**config.mk**
```make
export PLATFORM = sky130hd
export DESIGN_NAME = regbank_write_scheduler
export DESIGN_NICKNAME = d
export VERILOG_FILES = /design/src/rtl/regbank_write_scheduler.sv
export SDC_FILE = /design/constraint.sdc
export NUM_CORES = 1
export LEC_CHECK = 0
export ABC_AREA = 1
export CAP_MARGIN = 15
export CORE_ASPECT_RATIO = 0.9
export CORE_MARGIN = 8
export CORE_UTILIZATION = 60
export CTS_BUF_LIST = sky130_fd_sc_hd__clkbuf_16
export DETAILED_ROUTE_END_ITERATION = 12
export PLACE_DENSITY = 0.9
export RECOVER_POWER = 25
export SLEW_MARGIN = 20
export SYNTH_ARGS = -nofsm -noshare
export SYNTH_HDL_FRONTEND = slang
export SYNTH_HIERARCHICAL = 1
export SYNTH_SLANG_ARGS = --single-unit
```
**constraint.sdc**
```tcl
create_clock -name Clock -period 3.85 [get_ports Clock]
set_input_delay 0.77 -clock Clock [delete_from_list [all_inputs] [get_ports Clock]]
set_output_delay 0.77 -clock Clock [all_outputs]
set_load 0.02 [all_outputs]
```
**src/rtl/regbank_write_scheduler.sv**
```systemverilog
// Write-back scheduler: two per-requester FIFOs drained one entry per cycle
// by round-robin into the register bank, with per-register hazard tracking.
module regbank_wsched_fifo #(
  parameter int unsigned DEPTH = 2
) (
  input  logic        clk,
  input  logic        rst,
  input  logic        push,
  input  logic [4:0]  push_reg,
  input  logic [31:0] push_data,
  input  logic        pop,
  output logic        full,
  output logic        empty,
  output logic [4:0]  head_reg,
  output logic [31:0] head_data
);
  localparam int unsigned AW = (DEPTH > 1) ? $clog2(DEPTH) : 1;
  localparam int unsigned CW = AW + 1;

  logic [AW-1:0] wptr_q, wptr_d;
  logic [AW-1:0] rptr_q, rptr_d;
  logic [CW-1:0] cnt_q, cnt_d;
  logic [4:0]    reg_q  [DEPTH];
  logic [4:0]    reg_d  [DEPTH];
  logic [31:0]   data_q [DEPTH];
  logic [31:0]   data_d [DEPTH];

  assign full      = (cnt_q == CW'(DEPTH));
  assign empty     = (cnt_q == '0);
  assign head_reg  = reg_q[rptr_q];
  assign head_data = data_q[rptr_q];

  always_comb begin
    reg_d  = reg_q;
    data_d = data_q;
    wptr_d = wptr_q;
    rptr_d = rptr_q;
    if (push) begin
      reg_d[wptr_q]  = push_reg;
      data_d[wptr_q] = push_data;
      wptr_d         = wptr_q + 1'b1;
    end
    if (pop) begin
      rptr_d = rptr_q + 1'b1;
    end
    cnt_d = cnt_q + CW'(push) - CW'(pop);
  end

  always_ff @(posedge clk) begin
    if (rst) begin
      wptr_q <= '0;
      rptr_q <= '0;
      cnt_q  <= '0;
    end else begin
      wptr_q <= wptr_d;
      rptr_q <= rptr_d;
      cnt_q  <= cnt_d;
    end
    reg_q  <= reg_d;
    data_q <= data_d;
  end
endmodule

module regbank_write_scheduler #(
  parameter int unsigned DEPTH = 2
) (
  input  logic        Clock,
  input  logic        Reset,
  input  logic        AValid,
  input  logic [4:0]  ARegister,
  input  logic [31:0] AData,
  output logic        AReady,
  input  logic        BValid,
  input  logic [4:0]  BRegister,
  input  logic [31:0] BData,
  output logic        BReady,
  input  logic [4:0]  ReadRegister1,
  input  logic [4:0]  ReadRegister2,
  output logic        RegWrite,
  output logic [4:0]  WriteRegister,
  output logic [31:0] WriteData,
  output logic        Hazard1,
  output logic        Hazard2,
  output logic        Idle
);
  logic        a_full, a_empty, b_full, b_empty;
  logic [4:0]  a_head_reg, b_head_reg;
  logic [31:0] a_head_data, b_head_data;
  logic        a_push, b_push;
  logic        pop_a, pop_b, pop_any;
  logic [4:0]  pop_reg;
  logic [31:0] pop_data;

  logic        last_b_q, last_b_d;
  logic        reg_write_q, reg_write_d;
  logic [4:0]  write_register_q, write_register_d;
  logic [31:0] write_data_q, write_data_d;
  logic [2:0]  pend_q [32];
  logic [2:0]  pend_d [32];

  regbank_wsched_fifo #(.DEPTH(DEPTH)) u_fifo_a (
    .clk       (Clock),
    .rst       (Reset),
    .push      (a_push),
    .push_reg  (ARegister),
    .push_data (AData),
    .pop       (pop_a),
    .full      (a_full),
    .empty     (a_empty),
    .head_reg  (a_head_reg),
    .head_data (a_head_data)
  );

  regbank_wsched_fifo #(.DEPTH(DEPTH)) u_fifo_b (
    .clk       (Clock),
    .rst       (Reset),
    .push      (b_push),
    .push_reg  (BRegister),
    .push_data (BData),
    .pop       (pop_b),
    .full      (b_full),
    .empty     (b_empty),
    .head_reg  (b_head_reg),
    .head_data (b_head_data)
  );

  assign AReady = !a_full;
  assign BReady = !b_full;
  assign a_push = AValid && !a_full;
  assign b_push = BValid && !b_full;

  // last_b_q set means B was granted last, so A wins the next tie.
  assign pop_a    = !a_empty && (b_empty || last_b_q);
  assign pop_b    = !b_empty && !pop_a;
  assign pop_any  = pop_a || pop_b;
  assign pop_reg  = pop_a ? a_head_reg : b_head_reg;
  assign pop_data = pop_a ? a_head_data : b_head_data;

  always_comb begin
    last_b_d         = last_b_q;
    reg_write_d      = 1'b0;
    write_register_d = write_register_q;
    write_data_d     = write_data_q;
    pend_d           = pend_q;
    if (pop_any) begin
      last_b_d         = pop_b;
      reg_write_d      = (pop_reg != 5'd0);
      write_register_d = pop_reg;
      write_data_d     = pop_data;
    end
    for (int i = 1; i < 32; i++) begin
      if (a_push && ARegister == 5'(i)) pend_d[i] = pend_d[i] + 3'd1;
      if (b_push && BRegister == 5'(i)) pend_d[i] = pend_d[i] + 3'd1;
      if (pop_any && pop_reg == 5'(i))  pend_d[i] = pend_d[i] - 3'd1;
    end
    pend_d[0] = 3'd0;
  end

  always_ff @(posedge Clock) begin
    if (Reset) begin
      last_b_q         <= 1'b1;
      reg_write_q      <= 1'b0;
      write_register_q <= '0;
      write_data_q     <= '0;
      pend_q           <= '{default: '0};
    end else begin
      last_b_q         <= last_b_d;
      reg_write_q      <= reg_write_d;
      write_register_q <= write_register_d;
      write_data_q     <= write_data_d;
      pend_q           <= pend_d;
    end
  end

  assign RegWrite      = reg_write_q;
  assign WriteRegister = write_register_q;
  assign WriteData     = write_data_q;

  assign Hazard1 = (ReadRegister1 != 5'd0) &&
                   ((pend_q[ReadRegister1] != 3'd0) ||
                    (reg_write_q && write_register_q == ReadRegister1));
  assign Hazard2 = (ReadRegister2 != 5'd0) &&
                   ((pend_q[ReadRegister2] != 3'd0) ||
                    (reg_write_q && write_register_q == ReadRegister2));

  assign Idle = a_empty && b_empty && !reg_write_q;
endmodule

```
==> results.yml <==
yosys:
  ys_seq_elements: 288
  syn-cell-area_um2: 17620
  synth_ff_type: "edfxtp_1"
  yosysSeqAreaShare: 0.4112
  netlist-cell-type-count: 35
  yosys-top-cells-area: "edfxtp_1, dfxtp_1, nand2_1"
  yosysTopAreaCellShare: 0.2522
  synth_most_common_cell: "nand2_1"
  synth_edf_count: 148
  yosysTopAreaCell: "edfxtp_1"
  synthCells: 2196
  syn_nets: 2381
  ys_warn_count: 6
  synthArstFlopShare: 0
  synth_area_per_cell_um2: 8.025
  synth_common_cells: "nand2_1, nor2_1, inv_1, nand3_1, o21ai_0"
sta:
  hold_ws_ns: 0.4971
  tns_ns: 0
  timing.fmax_mhz: 291.1
  post-route-min-period_ns: 3.436
  worstMarginPinSlew_ns: 0.6498
  rsz0062_at_grt: "false"
  fin_crit_sh: 0.8923
  setup_viol: 0
  hold_viol: 0
  max_slew_margin: 0.5652
  finClkSkew_ns: 0.01246
  maxSlewViolCount: 0
floorplan:
  ios: 131
  num_rows: 59
  coreArea_um2: 28940
  start_util: 0.6090
  die_area_um2: 35120
  die_x_um: 196.6
  chipHeight_um: 178.6
worst_hold_path:
  hold_class: "reg -> reg"
  holdPathStages: 2
  holdPathEnd: "last_b_q"
  hold_path_startpoint: "last_b_q"
clocking:
  path_clk_slew_ns: 0.06
  cts_root_buf: "clkbuf_16"
  clock_path_buffers: 3
  clkLatencyLatePin_ns: 0.56
  cts.sinks: 288
  postCtsSetupBuffers: 0
  cts_tree: "built"
  cts.htree.levels: 1
  hold_buffers: 0
  cts_buffers: 31
  post_cts_resize_count: 0
cells_and_area:
  seqCellArea_um2: 7249
  drive_gt1_frac: 0.1011
  fin_nets: 2525
  multi_input_area_um2: 9183
  instances_no_fill: 2767
  area_growth_pct: 16.26
  num-fill-cells: 2179
global_routing:
  antenna_found_initial: 6
  grt_pass1_wl_um: 84850
  grt.overflow.total: 0
  grt_pass1_vias: 15685
  grt_max_degree: 47
  grtUsageTotal: 0.3083
outcome:
  outcome: "finished, final reports clean"
critical_path:
  crit_required_ns: 4.31
  worstSetupStartpointType: "input pin"
  end_kind: "flip-flop"
  arrival_ns: 3.90
  timing.rr.start: "u_fifo_a/cnt_q[1]"
  reg2reg_to: "pend_q[32]"
  r2r_setup_slack_ns: 0.69
  worstSetupPathType: "in -> reg"
  cp_max_fo: 9
  reg2regPathDepth: 14
drt:
  drt_iter0_drc: 1592
  drcViolationCount: 0
  drt-total-wl_um: 55610
  dr.pass1.iters: 6
  final_antenna_net_count: 0
  via_per_inst: 5.790
  vias: 16021
  wl_per_cell_um: 20.10
pwr:
  power.density_nw_per_um2: 555.6
  power.leakage_nw: 9.009
  irDropWorstVdd_uv: 541.6
place:
  place_inst: 2703
  gp_congestion: 1.000
  io_buffers: 130
  dp_hpwl_um: 40590
flow_run:
  cap_violations: 0
placed cells by master, fill, tap and decap left out, types with 5 or more instances in the layout:
master and count:
o211ai_1 5, clkinv_2 5, inv_2 7, nor3_1 7, dlygate4sd3_1 60, mux2i_1 16, diode_2 7, clkbuf_16 31
a21oi_1 46, nand3_1 177, clkdlybuf4s50_1 68, o21ai_0 151, inv_1 231, mux2_4 40, nor2_1 267, mux2_2 34
edfxtp_1 148, nand2_2 9, nand4_1 13, nor2_2 20, nor2_4 15, xor2_2 15, buf_4 40, o21ai_1 19
ha_1 97, o22ai_1 9, dfxtp_1 138, xor2_1 43, xnor2_1 41, nand2_1 575, clkinv_1 7
cell type report:
| type | instances | area share |
|---|---|---|
| multi-input combinational | 1611 | 0.4482 |
| sequential | 288 | 0.3539 |
| timing repair buffer | 176 | 0.08343 |
| inverter | 232 | 0.04257 |
| clock buffer | 31 | 0.03786 |
| tap | 396 | 0.02418 |
| clock inverter | 26 | 0.009039 |
| antenna | 7 | 0.0008550 |
routing by layer:
metal,GRT usage,vias to the layer above,part of all wire
met2,0.5200,880,0.47
met3,0.05790,207,0.093
li1,-,7474,-
met1,0.3714,7460,0.38
met4,0.1676,0,0.056
met5,0,-,0
per-stage QoR:
step | total power, mW | area (um2) | setup slack [ns] | utilization
6_report | 11.38 | 20490 | 0.4145 | 0.7080
5_1_grt | 11.87 | 20480 | 0.2240 | 0.7079
4_1_cts | 11.29 | 20450 | 0.03912 | 0.7068
3_5_place_dp | 8.404 | 19490 | 0.04346 | 0.6736
3_3_place_gp | 8.182 | 19490 | 0.04510 | 0.6736
2_1_floorplan | 6.882 | 17620 | 0.7954 | -
logic make-up after synthesis:
kind of cell / after synthesis / synth area share
simple gates: 1092 / 0.2614
buf+inv: 297 / 0.06894
flops: 288 / 0.4112
compound gates: 231 / 0.06717
xor+xnor: 101 / 0.05744
fa+ha+maj: 97 / 0.06887
mux: 90 / 0.06490
critical path, stage by stage:
cell	delay, ns
clkdlybuf4s50_1	0.71
nand2_2	0.44
buf_4	0.33
nor2_8	0.16
nand2_1	0.10
o21ai_0	0.17
ha_1	0.31
mux2i_1	0.20
ha_1	0.19
nand3_1	0.13
nand2_1	0.13
nand2_1	0.07
nor2_1	0.19
sequential cells by signal, summed over array words and instances (netlist names), 2 cells and up:
name	cells
WriteRegister	5
u_fifo_a/cnt_q	2
WriteData	32
u_fifo_a/data_q	64
pend_q	93
u_fifo_a/reg_q	10
u_fifo_b/cnt_q	2
u_fifo_b/data_q	64
u_fifo_b/reg_q	10
worst max path at each step:
stage | start | to | slack [ns] | cells after the start
2_1_floorplan | BValid | u_fifo_b/data_q[32] | 0.80 | 4
3_3_place_gp | ReadRegister2[1] | Hazard2 | 0.05 | 13
3_5_place_dp | ReadRegister2[0] | Hazard2 | 0.04 | 16
4_1_cts | ReadRegister2[0] | Hazard2 | 0.04 | 16
5_1_grt | ReadRegister1[0] | Hazard1 | 0.22 | 16
6_report | ARegister[4] | pend_q[32] | 0.41 | 13
where the power goes:
group / switching [mW] / internal, mW
clock: 1.27 / 1.60
combinational: 2.81 / 1.50
sequential: 0.427 / 3.78
total: 4.50 / 6.88
Note: power is estimated with default switching activity, not from simulation.
